$ cat src/rtl/frame_fetch_sched.sv
// frame_fetch_sched: turns one frame request into a sequence of AXI4 INCR
// read-address bursts. Each burst is capped at MAX_BURST beats and never
// crosses a 4 KB page. The number of bursts in flight is capped by
// snooping R-channel last beats.
//
// Handshake: a beat moves on the AR channel at a rising clk edge where
// m_axi_arvalid and m_axi_arready are both 1. While arvalid is high and
// arready is low, araddr/arlen do not change. After a handshake, arvalid
// is low for at least one cycle. An R burst completes at an edge where
// rvalid, rready and rlast are all 1.
module frame_fetch_sched #(
    parameter int ADDR_WIDTH      = 16,
    parameter int DATA_WIDTH      = 32,
    parameter int ID_WIDTH        = 8,
    parameter int MAX_BURST       = 16,
    parameter int MAX_OUTSTANDING = 4,
    parameter int LEN_WIDTH       = 12
) (
    input  logic                  clk,
    input  logic                  rst,
    input  logic                  start,
    input  logic [ADDR_WIDTH-1:0] base_addr,
    input  logic [LEN_WIDTH-1:0]  line_words,
    input  logic [LEN_WIDTH-1:0]  num_lines,
    input  logic [ADDR_WIDTH-1:0] stride,
    output logic                  busy,
    output logic                  done,
    output logic [ID_WIDTH-1:0]   m_axi_arid,
    output logic [ADDR_WIDTH-1:0] m_axi_araddr,
    output logic [7:0]            m_axi_arlen,
    output logic [2:0]            m_axi_arsize,
    output logic [1:0]            m_axi_arburst,
    output logic                  m_axi_arvalid,
    input  logic                  m_axi_arready,
    input  logic                  m_axi_rvalid,
    input  logic                  m_axi_rready,
    input  logic                  m_axi_rlast
);

    localparam int BPB  = DATA_WIDTH / 8;
    localparam int SIZE = $clog2(BPB);
    localparam int OW   = $clog2(MAX_OUTSTANDING + 1);
    // Wide enough for line_words and for a 4 KB page measured in beats.
    localparam int CW   = ((LEN_WIDTH > 13) ? LEN_WIDTH : 13) + 1;
    localparam logic [ADDR_WIDTH-1:0] ALIGN_MASK = ~ADDR_WIDTH'(BPB - 1);

    typedef enum logic [1:0] {
        S_IDLE   = 2'd0,
        S_ISSUE  = 2'd1,
        S_DRAIN  = 2'd2,
        S_FINISH = 2'd3
    } state_t;

    state_t state, state_next;

    logic [ADDR_WIDTH-1:0] line_addr;
    logic [ADDR_WIDTH-1:0] cur_addr;
    logic [ADDR_WIDTH-1:0] stride_q;
    logic [LEN_WIDTH-1:0]  line_words_q;
    logic [LEN_WIDTH-1:0]  words_left;
    logic [LEN_WIDTH-1:0]  lines_left;
    logic [CW-1:0]         burst_beats;
    logic [OW-1:0]         outstanding;

    logic                  ar_hs;
    logic                  r_last_hs;
    logic                  can_issue;
    logic [12:0]           page_bytes;
    logic [CW-1:0]         beats_c;
    logic [LEN_WIDTH-1:0]  words_after;
    logic                  line_done;
    logic                  last_line;
    logic [ADDR_WIDTH-1:0] burst_bytes;

    assign m_axi_arid    = '0;
    assign m_axi_arsize  = 3'(SIZE);
    assign m_axi_arburst = 2'b01;

    assign ar_hs       = m_axi_arvalid & m_axi_arready;
    assign r_last_hs   = m_axi_rvalid & m_axi_rready & m_axi_rlast;
    assign can_issue   = (state == S_ISSUE) && !m_axi_arvalid &&
                         (outstanding < OW'(MAX_OUTSTANDING));
    assign page_bytes  = 13'h1000 - {1'b0, cur_addr[11:0]};
    assign words_after = words_left - LEN_WIDTH'(burst_beats);
    assign line_done   = (words_after == '0);
    assign last_line   = (lines_left == LEN_WIDTH'(1));
    assign burst_bytes = ADDR_WIDTH'(burst_beats) << SIZE;

    // Burst size: the smallest of the burst cap, the words left on this
    // line, and the beats remaining before the next 4 KB page.
    always_comb begin
        beats_c = CW'(MAX_BURST);
        if (CW'(words_left) < beats_c) beats_c = CW'(words_left);
        if (CW'(page_bytes >> SIZE) < beats_c) beats_c = CW'(page_bytes >> SIZE);
    end

    // State register.
    always_ff @(posedge clk or posedge rst) begin
        if (rst) state <= S_IDLE;
        else     state <= state_next;
    end

    // Next-state logic and status outputs.
    always_comb begin
        state_next = state;
        busy       = 1'b0;
        done       = 1'b0;
        case (state)
            S_IDLE: begin
                if (start) begin
                    if (num_lines == '0 || line_words == '0) state_next = S_FINISH;
                    else                                     state_next = S_ISSUE;
                end
            end
            S_ISSUE: begin
                busy = 1'b1;
                if (ar_hs && line_done && last_line) state_next = S_DRAIN;
            end
            S_DRAIN: begin
                busy = 1'b1;
                if (outstanding == '0) state_next = S_FINISH;
            end
            S_FINISH: begin
                done       = 1'b1;
                state_next = S_IDLE;
            end
            default: state_next = S_IDLE;
        endcase
    end

    // Bursts in flight: up on AR handshake, down on R last beat, floored at 0
    // so stray last beats (e.g. from an aborted frame) are harmless.
    always_ff @(posedge clk or posedge rst) begin
        if (rst) begin
            outstanding <= '0;
        end else begin
            case ({ar_hs, r_last_hs})
                2'b10:   outstanding <= outstanding + OW'(1);
                2'b01:   if (outstanding != '0) outstanding <= outstanding - OW'(1);
                default: outstanding <= outstanding;
            endcase
        end
    end

    // Frame latch, burst issue, and address/word bookkeeping after each AR.
    always_ff @(posedge clk or posedge rst) begin
        if (rst) begin
            line_addr     <= '0;
            cur_addr      <= '0;
            stride_q      <= '0;
            line_words_q  <= '0;
            words_left    <= '0;
            lines_left    <= '0;
            burst_beats   <= '0;
            m_axi_araddr  <= '0;
            m_axi_arlen   <= '0;
            m_axi_arvalid <= 1'b0;
        end else begin
            if (state == S_IDLE && start) begin
                line_addr    <= base_addr & ALIGN_MASK;
                cur_addr     <= base_addr & ALIGN_MASK;
                stride_q     <= stride & ALIGN_MASK;
                line_words_q <= line_words;
                words_left   <= line_words;
                lines_left   <= num_lines;
            end
            if (can_issue) begin
                m_axi_araddr  <= cur_addr;
                m_axi_arlen   <= 8'(beats_c - CW'(1));
                burst_beats   <= beats_c;
                m_axi_arvalid <= 1'b1;
            end else if (ar_hs) begin
                m_axi_arvalid <= 1'b0;
                if (line_done) begin
                    lines_left <= lines_left - LEN_WIDTH'(1);
                    line_addr  <= line_addr + stride_q;
                    cur_addr   <= line_addr + stride_q;
                    words_left <= line_words_q;
                end else begin
                    cur_addr   <= cur_addr + burst_bytes;
                    words_left <= words_after;
                end
            end
        end
    end

endmodule

$ cat config.mk
export PLATFORM = sky130hd
export DESIGN_NAME = frame_fetch_sched
export DESIGN_NICKNAME = d
export VERILOG_FILES = /design/src/rtl/frame_fetch_sched.sv
export SDC_FILE = /design/constraint.sdc
export NUM_CORES = 1
export LEC_CHECK = 0
export BUFFER_PORTS_ARGS = -buffer_cell sky130_fd_sc_hd__buf_2
export CORE_MARGIN = 2
export CORE_UTILIZATION = 40
export CTS_BUF_LIST = sky130_fd_sc_hd__clkbuf_8
export CTS_CLUSTER_DIAMETER = 120
export DETAILED_ROUTE_END_ITERATION = 10
export PLACE_DENSITY_LB_ADDON = 0.05
export SLEW_MARGIN = 30
export SYNTH_ARGS = -nofsm -noshare
export SYNTH_HDL_FRONTEND = slang
export SYNTH_SLANG_ARGS = --single-unit
export TNS_END_PERCENT = 10
$ cat constraint.sdc
create_clock -name clk -period 11.25 [get_ports clk]
set_clock_uncertainty 0.05 [all_clocks]
set_input_delay 0.5625 -clock clk [delete_from_list [all_inputs] [get_ports clk]]
set_output_delay 0.5625 -clock clk [all_outputs]
set_load 0.03 [all_outputs]
==> run_results.csv, run 1 <==
group,metric,value,unit
run_status,outcome,"completed",
critical_path,crit_chain,"or4_1, or3_1, nor3_1, nand2b_1, nor4_1, nor2_1, ha_1, a2111oi_0, o21ai_0, o21ai_0, o21ai_1, buf_4, a31oi_1, ha_1, o32ai_1, a21oi_1, o21ai_0",
sta,min_period,4680,ps
sta,grt_setup_unrepaired,"false",
sta,report.final.slew_viol_count,0,
grt,grt_pass1_vias,6781,
critical_path,criticalPathCategory,"flop to flop",
layout,drive_above_1_share,14.0,%
layout,multi_input_area,4670,sq um
synth,synth_ff_type,"dfrtp_1",
die,die_y,147,microns
pwr,power_frac_seq,29.0,%
synth,synth_top_area_share,38.1,%
pwr,ir_drop,0.119,mV
hold_path,holdCritPathClass,"input pin to asynchronous set/reset pin",
critical_path,cpPeakStageDelay,590,ps
sta,hold_violations,0,
critical_path,slowest_stage,"or4_1",
layout,fill_cells,2057,
place,port_buffers,85,
drt,vias_per_cell,5.28,
synth,ys_seq_area_share,38.1,%
critical_path,ff2ff_setup_slack,6570,ps
critical_path,worstPathRequired,11500,ps
synth,synth_seq_cells,124,
drt,drt-total-wl,21.7,mm
critical_path,cp-start-kind,"flop",
clocking,cts_tree,"built",
critical_path,crit_path_frequent_cell,"o21ai_0",
sta,fin_ws,6570,ps
synth,syn_area_per_cell,8.68,sq um
pwr,intPower,1.55,mW
place,globalplace.congestion,0.832,
die,initial_utilization,40.5,%
synth,async_flop_share,100,%
drt,remaining_drc_errors,0,
clocking,cts_resized,0,
layout,area_delta_synth_final,11.5,%
die,io_pins,103,
clocking,worstSkewPairLatency,450,ps
clocking,cts_buffers,17,
sta,max_slew_margin,42.1,%
grt,grt_use_total,21.0,%
drt,wire_per_inst,16.7,microns
pwr,p_switching,1.42,mW
layout,seq_area,3100,sq um
clocking,cts-htree-levels,4,
drt,drt_first_pass_iters,5,
pwr,p_leak,4.34,nW
pwr,switching_share,47.7,%
die,die_area,21500,sq um
critical_path,cp_max_fo,19,
layout,finalCoreUtilization,45.2,%
critical_path,worstPathArrival,4940,ps
synth,synth_edf_count,0,
pwr,clockPowerShare,11.9,%
grt,grt_pass1_wl,35.8,mm
drt,detail-route-antenna-nets,0,
die,dieWidth,147,microns
grt,grt_remaining_overflow,0,
drt,num_vias,6838,
synth,synth_common_cells,"187 x nand2_1, 124 x dfrtp_1, 54 x ha_1",
critical_path,end_kind,"flop",
place,dp_hpwl,15.5,mm
grt,grt_max_degree,71,
synth,synthTopCellsByArea,"dfrtp_1 38%, nand2_1 8.6%, ha_1 8.3%",
sta,clock.fmax,0.213,GHz
synth,synth_cells,938,
grt,antenna_found_initial,0,
run,cap_violations,0,
synth,ys.warnings.count,0,
die,coreArea,20100,sq um
pwr,power_density,327,nW/um^2
clocking,cts.clk_slew.worst_paths,70,ps
sta,period_share,41.6,%
clocking,cts_buffer_depth,2,
sta,setup_violations,0,
synth,synth.distinct_cells,67,
sta,worst_slew_pin_slew,868,ps
clocking,hold_buffers,0,
synth,mappedNetlistArea,8140,sq um
die,rows,52,
clocking,postCtsSetupBuffers,0,
clocking,cts.sinks,124,
layout,antenna_cells,0,
drt,drt_iter0_drc,486,
layout,nets,1133,
synth,yosysMostFrequentCell,"nand2_1",
pwr,p_comb_share,59.1,%
sta,timing.setup.tns,0,ps
place,pre_cts_ws,6570,ps
clocking,cts_root_buf,"clkbuf_8",
synth,synth_top_area_cell,"dfrtp_1",
placed cells by master (no fill, tap or decap), drive strengths merged, types with 8 or more instances in the layout:
master,count
nand2,187
dfrtp,124
buf,94
ha,54
a21oi,46
nor2,46
o21ai,43
inv,39
a211oi,39
nor3,27
and3,23
a31oi,21
clkbuf,21
xor2,20
conb,19
xnor2,18
nand3,17
mux2i,16
or3,13
nand2b,12
nor4,11
and2,11
o21a,10
nor2b,9
nand4,9
o31ai,9
mux2,8
o211a,8
kinds of logic after synthesis:
logic type	share of synthesized area (%)
adder cells (fa/ha/maj)	9.28
other	0.0922
XOR/XNOR	4.09
AND/OR/NAND/NOR	22.1
multiplexers	3.07
AO/OA/AOI/OAI	17.9
buffers and inverters	5.38
flip-flops	38.1
through the flow:
step / total power, mW / hold slack, ps / std cells / area (sq um)
after global routing: 3.27 / 229 / 1294 / 9080
after global placement: 2.60 / 394 / 1263 / 8740
after detailed placement: 2.62 / 403 / 1263 / 8740
after floorplan: 2.18 / 396 / 955 / 8210
after CTS: 2.99 / 213 / 1294 / 9080
final: 2.97 / 211 / 1294 / 9080
layout make-up:
| cell class | instances | area share [%] |
|---|---|---|
| inverter | 36 | 1.52 |
| clock inverter | 10 | 0.565 |
| tap | 270 | 3.72 |
| timing repair buffer | 94 | 5.43 |
| clock buffer | 21 | 3.18 |
| sequential | 124 | 34.2 |
| multi-input combinational | 739 | 51.4 |
per-layer routing:
layer / vias up / wire length, microns / track usage [%]
li1: 3453 / - / -
met1: 3219 / 10900 / 29.9
met2: 141 / 9660 / 32.6
met3: 25 / 744 / 3.62
met4: 0 / 375 / 6.31
met5: - / 0 / 0
path summary, 6_finish.rpt:
check,start,to,depth (start not counted)
worst max-delay path,cur_addr[3]$_DFF_PP0_,m_axi_arlen[4]$_DFFE_PP0P_,17
worst min-delay path,rst,m_axi_araddr[6]$_DFFE_PP0P_,2
worst max register to register,cur_addr[3]$_DFF_PP0_,m_axi_arlen[4]$_DFFE_PP0P_,17
worst min register to register,m_axi_arlen[2]$_DFFE_PP0P_,m_axi_arlen[2]$_DFFE_PP0P_,2
max in group asynchronous,rst,line_addr[8]$_DFF_PP0_,3
min in group clk,stride[11],stride_q[11]$_DFFE_PP0P_,3
critical path: cells and delay by family (launching register included):
kind / cells / cell delay [ps]
DFF: 1 / 470
buffers and inverters: 1 / 210
and+or+nand+nor: 6 / 2050
AOI/OAI and AO/OA: 8 / 1210
adders and majority gates: 2 / 540
state kept, by name (all words and copies together) (netlist names):
signal and count:
burst_beats 12, cur_addr 16, line_addr 16, line_words_q 12, lines_left 12, m_axi_araddr 16
m_axi_arlen 8, m_axi_arvalid 1, outstanding 3, state 2, stride_q 14, words_left 12
power by group through the flow:
stage                     clock, mW  sequential, mW  combinational (mW)
after floorplan                   0           0.869                1.31
after global placement            0           0.867                1.74
after detailed placement          0           0.868                1.75
after CTS                     0.365           0.862                1.76
after global routing          0.383           0.891                2.00
final                         0.353           0.862                1.76
Power figures use the tool's default switching activity.
==> run 2, diff against run 1 <==
==> constraint.sdc (replaced) <==
create_clock -name clk -period 4.6 [get_ports clk]
set_clock_uncertainty 0.05 [all_clocks]
set_input_delay 0.23 -clock clk [delete_from_list [all_inputs] [get_ports clk]]
set_output_delay 0.23 -clock clk [all_outputs]
set_load 0.03 [all_outputs]
==> run_results.csv, run 2 (synthesis results as in run 1) <==
group,metric,value,unit
drt,drt-total-wl,21.9,mm
drt,detail-route-antenna-nets,0,
critical_path,crit_chain,"or4_1, or3_1, nor3_2, nand2b_1, nor2_1, xnor2_1, ha_1, a2111oi_1, o21ai_0, o21ai_0, o21ai_2, buf_4, mux2i_1, nand3b_1, o21ai_0, a21oi_1",
drt,num_vias,7003,
critical_path,crit-reg2reg-launch,"cur_addr[0]$_DFFE_PP0P_",
drt,wire_per_inst,16.4,microns
drt,drt_first_pass_iters,7,
grt,use_met3,3.59,%
critical_path,worstPathArrival,4530,ps
sta,setup_violations,0,
die,die_area,21500,sq um
sta,report.final.slew_viol_count,0,
sta,worst_slew_pin_slew,934,ps
critical_path,cp_max_fo,13,
clocking,cts.sinks,124,
grt,antenna_found_initial,0,
clocking,cts-htree-levels,4,
grt,grt_max_degree,50,
layout,antenna_cells,0,
run,cap_violations,0,
critical_path,end_kind,"flop",
layout,fill_cells,2001,
hold_path,holdCritPathClass,"input pin to flop",
place,port_buffers,85,
sta,timing.setup.tns,0,ps
critical_path,reg2regPathDepth,16,
grt,grt_use_total,20.9,%
layout,drive_above_1_share,15.5,%
clocking,cts.clk_slew.worst_paths,70,ps
grt,grt_use_met1,30.8,%
layout,area_delta_synth_final,17.2,%
layout,fin_cells,1331,
drt,remaining_drc_errors,0,
pwr,power_density,790,nW/um^2
critical_path,cpPeakStageDelay,600,ps
critical_path,crit_path_frequent_cell,"o21ai_0",
layout,layout_commonest_cell,"nand2_1",
grt,grt-busiest-layer,"met2",
critical_path,crit_end,"m_axi_arlen[7]$_DFFE_PP0P_",
critical_path,r2r_end,"m_axi_arlen[7]$_DFFE_PP0P_",
critical_path,criticalPathCategory,"flop to flop",
clocking,cts_tree,"built",
pwr,totalPowerFinal,7.53,mW
layout,finalCoreUtilization,47.5,%
drt,vias_per_cell,5.26,
sta,min_period,4210,ps
sta,hold_violations,0,
die,io_pins,103,
run_status,outcome,"completed",
layout,final_cell_mix,"186 x nand2_1, 124 x dfrtp_1, 85 x buf_2, 53 x ha_1, 46 x a21oi_1",
die,rows,52,
place,globalplace.congestion,0.807,
grt,grt_remaining_overflow,0,
die,dieWidth,147,microns
grt,grt_use_met2,32.3,%
sta,holdWs,22.6,ps
critical_path,crit_buf_inv,1,
grt,grt_pass1_vias,6629,
pwr,ir_drop,0.255,mV
die,initial_utilization,40.5,%
critical_path,critPathLaunch,"cur_addr[0]$_DFFE_PP0P_",
layout,final_area,9540,sq um
clocking,worstSkewPairLatency,450,ps
grt,grt_pass1_wl,35.9,mm
place,pre_cts_ws,169,ps
die,die_y,147,microns
sta,max_slew_margin,37.7,%
place,dp_cells,1274,
clocking,cts_buffer_depth,2,
pwr,p_leak,4.54,nW
critical_path,slowest_stage,"or4_1",
layout,nets,1169,
hold_path,min_from,"line_words[2]",
sta,fin_ws,390,ps
clocking,cts_buffers,17,
critical_path,cp-start-kind,"flop",
clocking,cts_root_buf,"clkbuf_8",
critical_path,ff2ff_setup_slack,390,ps
sta,clock.fmax,0.238,GHz
critical_path,worstPathRequired,4920,ps
critical_path,path_depth,16,
critical_path,cpLargestDelayFamily,"simple AND/OR/NAND/NOR gates",
place,dp_hpwl,16.2,mm
drt,drt_iter0_drc,325,
layout,top_regs,"cur_addr: 16 flops, line_addr: 16 flops, m_axi_araddr: 16 flops",
place,place_area,8830,sq um
sta,period_share,91.5,%
die,coreArea,20100,sq um
run 2: area by class of cell:
cell class	instances	area, sq um	share of cell area (%)
Timing Repair Buffer	130	823	8.63
Inverter	36	138	1.44
Tap cell	270	338	3.54
Sequential cell	124	3100	32.5
Clock inverter	14	176	1.85
Clock buffer	18	248	2.60
Multi-Input combinational cell	739	4720	49.4
run 2: timing repair:
item / 4_1_cts / 5_1_grt
hold endpoints to repair: 61 / 0
setup buffers: 0 / 1
setup endpoints to repair: 0 / 7
hold buffers: 24 / 0
gates resized for setup: 0 / 8
run 2: per-layer routing:
layer | vias to the layer above | part of all wire, %
met4 | 0 | 0.92
met1 | 3332 | 51
met5 | - | 0
met2 | 119 | 46
li1 | 3536 | -
met3 | 16 | 2.4
run 2: worst min path at each step:
stage                                              to  slack [ps]  cells past startpoint
after floorplan              stride_q[10]$_DFFE_PP0P_         290                      2
after global placement      m_axi_arvalid$_DFFE_PP0P_         260                      2
after detailed placement  m_axi_araddr[5]$_DFFE_PP0P_         260                      2
after CTS                 line_words_q[3]$_DFFE_PP0P_           1                      3
after global routing      line_words_q[2]$_DFFE_PP0P_           6                      3
final                     line_words_q[2]$_DFFE_PP0P_          20                      3
run 2: power breakdown:
part / leakage [nW] / internal (mW) / switching [mW]
Sequential: 1.51 / 1.60 / 0.502
Combinational: 2.81 / 1.84 / 2.54
Clock: 0.215 / 0.596 / 0.454
run 2: worst reg2reg max path, stage by stage (launching register included):
cell       delay [ps]
dfrtp_1           430
or4_1             600
or3_1             380
nor3_2            180
nand2b_1          160
nor2_1            140
xnor2_1           160
ha_1              290
a2111oi_1         400
o21ai_0           140
o21ai_0           130
o21ai_2           170
buf_4             230
mux2i_1           280
nand3b_1          150
o21ai_0            90
a21oi_1           150
==> run 3, diff against run 2 <==
--- a/config.mk
+++ b/config.mk
@@ -6,6 +6,8 @@
 export NUM_CORES = 1
 export LEC_CHECK = 0
 export BUFFER_PORTS_ARGS = -buffer_cell sky130_fd_sc_hd__buf_2
+export CELL_PAD_IN_SITES_DETAIL_PLACEMENT = 0
+export CELL_PAD_IN_SITES_GLOBAL_PLACEMENT = 1
 export CORE_MARGIN = 2
 export CORE_UTILIZATION = 40
 export CTS_BUF_LIST = sky130_fd_sc_hd__clkbuf_8
==> run_results.csv, run 3 (synthesis results as in run 1) <==
group,metric,value,unit
sta,max_slew_margin,37.8,%
sta,period_share,93.2,%
drt,wire_per_inst,16.9,microns
pwr,totalPowerFinal,7.62,mW
drt,detail-route-antenna-nets,0,
drt,vias_per_cell,5.23,
critical_path,criticalPathCategory,"flop to flop",
drt,drt_iter0_drc,391,
drt,wl_met2,10.0,mm
clocking,cts_root_buf,"clkbuf_8",
clocking,cts.clk_slew.worst_paths,80,ps
sta,fin_ws,313,ps
sta,hold_violations,0,
layout,layout_commonest_cell,"nand2_1",
place,dp_hpwl,16.9,mm
layout,final_cell_mix,"185 x nand2_1, 124 x dfrtp_1, 85 x buf_2, 53 x ha_1, 46 x a21oi_1",
place,pre_cts_ws,177,ps
sta,clock.fmax,0.233,GHz
clocking,worstSkewPairLatency,450,ps
place,globalplace.congestion,0.825,
hold_path,holdCritPathClass,"input pin to flop",
clocking,cts_tree,"built",
layout,antenna_cells,0,
drt,drt_first_pass_iters,5,
drt,drt-met1-wl,11.6,mm
clocking,cts_buffers,17,
die,rows,52,
pwr,p_leak,4.56,nW
drt,met3_length,571,microns
layout,top_regs,"cur_addr: 16 flops, line_addr: 16 flops, m_axi_araddr: 16 flops",
critical_path,end_kind,"flop",
run,cap_violations,0,
run_status,outcome,"completed",
sta,grt_setup_unrepaired,"false",
critical_path,cp_max_fo,15,
grt,grt_max_degree,48,
die,coreArea,20100,sq um
drt,highest_layer,"met4",
drt,drt-total-wl,22.5,mm
pwr,power_density,795,nW/um^2
layout,drive_above_1_share,15.9,%
place,port_buffers,85,
die,io_pins,103,
die,die_y,147,microns
layout,area_delta_synth_final,17.6,%
critical_path,worstPathArrival,4610,ps
sta,timing.setup.tns,0,ps
drt,num_vias,6981,
critical_path,worstPathRequired,4920,ps
drt,remaining_drc_errors,0,
die,initial_utilization,40.5,%
sta,holdWs,18.5,ps
grt,grt_remaining_overflow,0,
sta,worst_slew_pin_slew,934,ps
layout,nets,1172,
critical_path,cp-start-kind,"flop",
sta,setup_violations,0,
grt,grt_pass1_wl,36.7,mm
sta,min_period,4290,ps
pwr,ir_drop,0.258,mV
die,die_area,21500,sq um
clocking,cts_buffer_depth,2,
clocking,cts-htree-levels,4,
grt,antenna_found_initial,0,
clocking,cts.sinks,124,
grt,grt_use_total,21.6,%
grt,grt_pass1_vias,6740,
sta,report.final.slew_viol_count,0,
die,dieWidth,147,microns
## run 3: final timing paths
path | startpoint | to | slack (ps) | depth (start not counted)
setup reg to reg | cur_addr[0]$_DFFE_PP0P_ | m_axi_arlen[7]$_DFFE_PP0P_ | 310 | 15
min in group asynchronous | rst | m_axi_araddr[0]$_DFFE_PP0P_ | 290 | 3
hold / removal | line_words[2] | line_words_q[2]$_DFFE_PP0P_ | 20 | 3
max in group asynchronous | rst | cur_addr[9]$_DFF_PP0_ | 3170 | 4
hold reg to reg | m_axi_arlen[3]$_DFFE_PP0P_ | m_axi_arlen[3]$_DFFE_PP0P_ | 420 | 2
setup / recovery | cur_addr[0]$_DFFE_PP0P_ | m_axi_arlen[7]$_DFFE_PP0P_ | 310 | 15
## run 3: stage by stage
stage	std cells	area, sq um	util [%]
global placement	1277	8860	44.1
floorplan	955	8210	-
CTS	1332	9540	47.4
detailed placement	1277	8860	44.1
global route	1334	9580	47.6
finish	1334	9580	47.6
## run 3: worst max-delay path: stages (launching register included)
cell and delay (ps):
dfrtp_1 440, or4_1 590, or3_4 400, nor3_2 170
nand2b_1 190, nor4_1 280, nor2_1 110, ha_1 310
and4_1 180, nand4_1 90, o21ai_1 350, buf_4 300
mux2i_1 310, nand3b_1 150, o21ai_0 90, a21oi_1 180
## run 3: layout make-up
type	instances	area [sq um]
fill	2019	10500
multi-input combinational	739	4700
sequential	124	3100
timing repair buffer	133	856
tap	270	338
clock buffer	17	234
clock inverter	15	211
inverter	36	138
## run 3: report_power, final
group          internal, mW  switching (mW)  leakage, nW  total (mW)
clock                 0.600           0.501        0.222        1.10
sequential             1.60           0.497         1.51        2.10
combinational          1.85            2.57         2.82        4.42
total                  4.05            3.57         4.56        7.62
## run 3: metal layers
metal  up-vias  track usage [%]
li1       3546                -
met1      3308             32.0
met2       110             33.1
met3        17             3.34
met4         0             5.49
met5         -                0
## run 3: timing repair
action | in CTS | in global routing
setup endpoints to repair | 0 | 4
hold endpoints to repair | 59 | 0
hold buffers | 23 | 0
buffers inserted | 0 | 2
gates resized for setup | 0 | 4
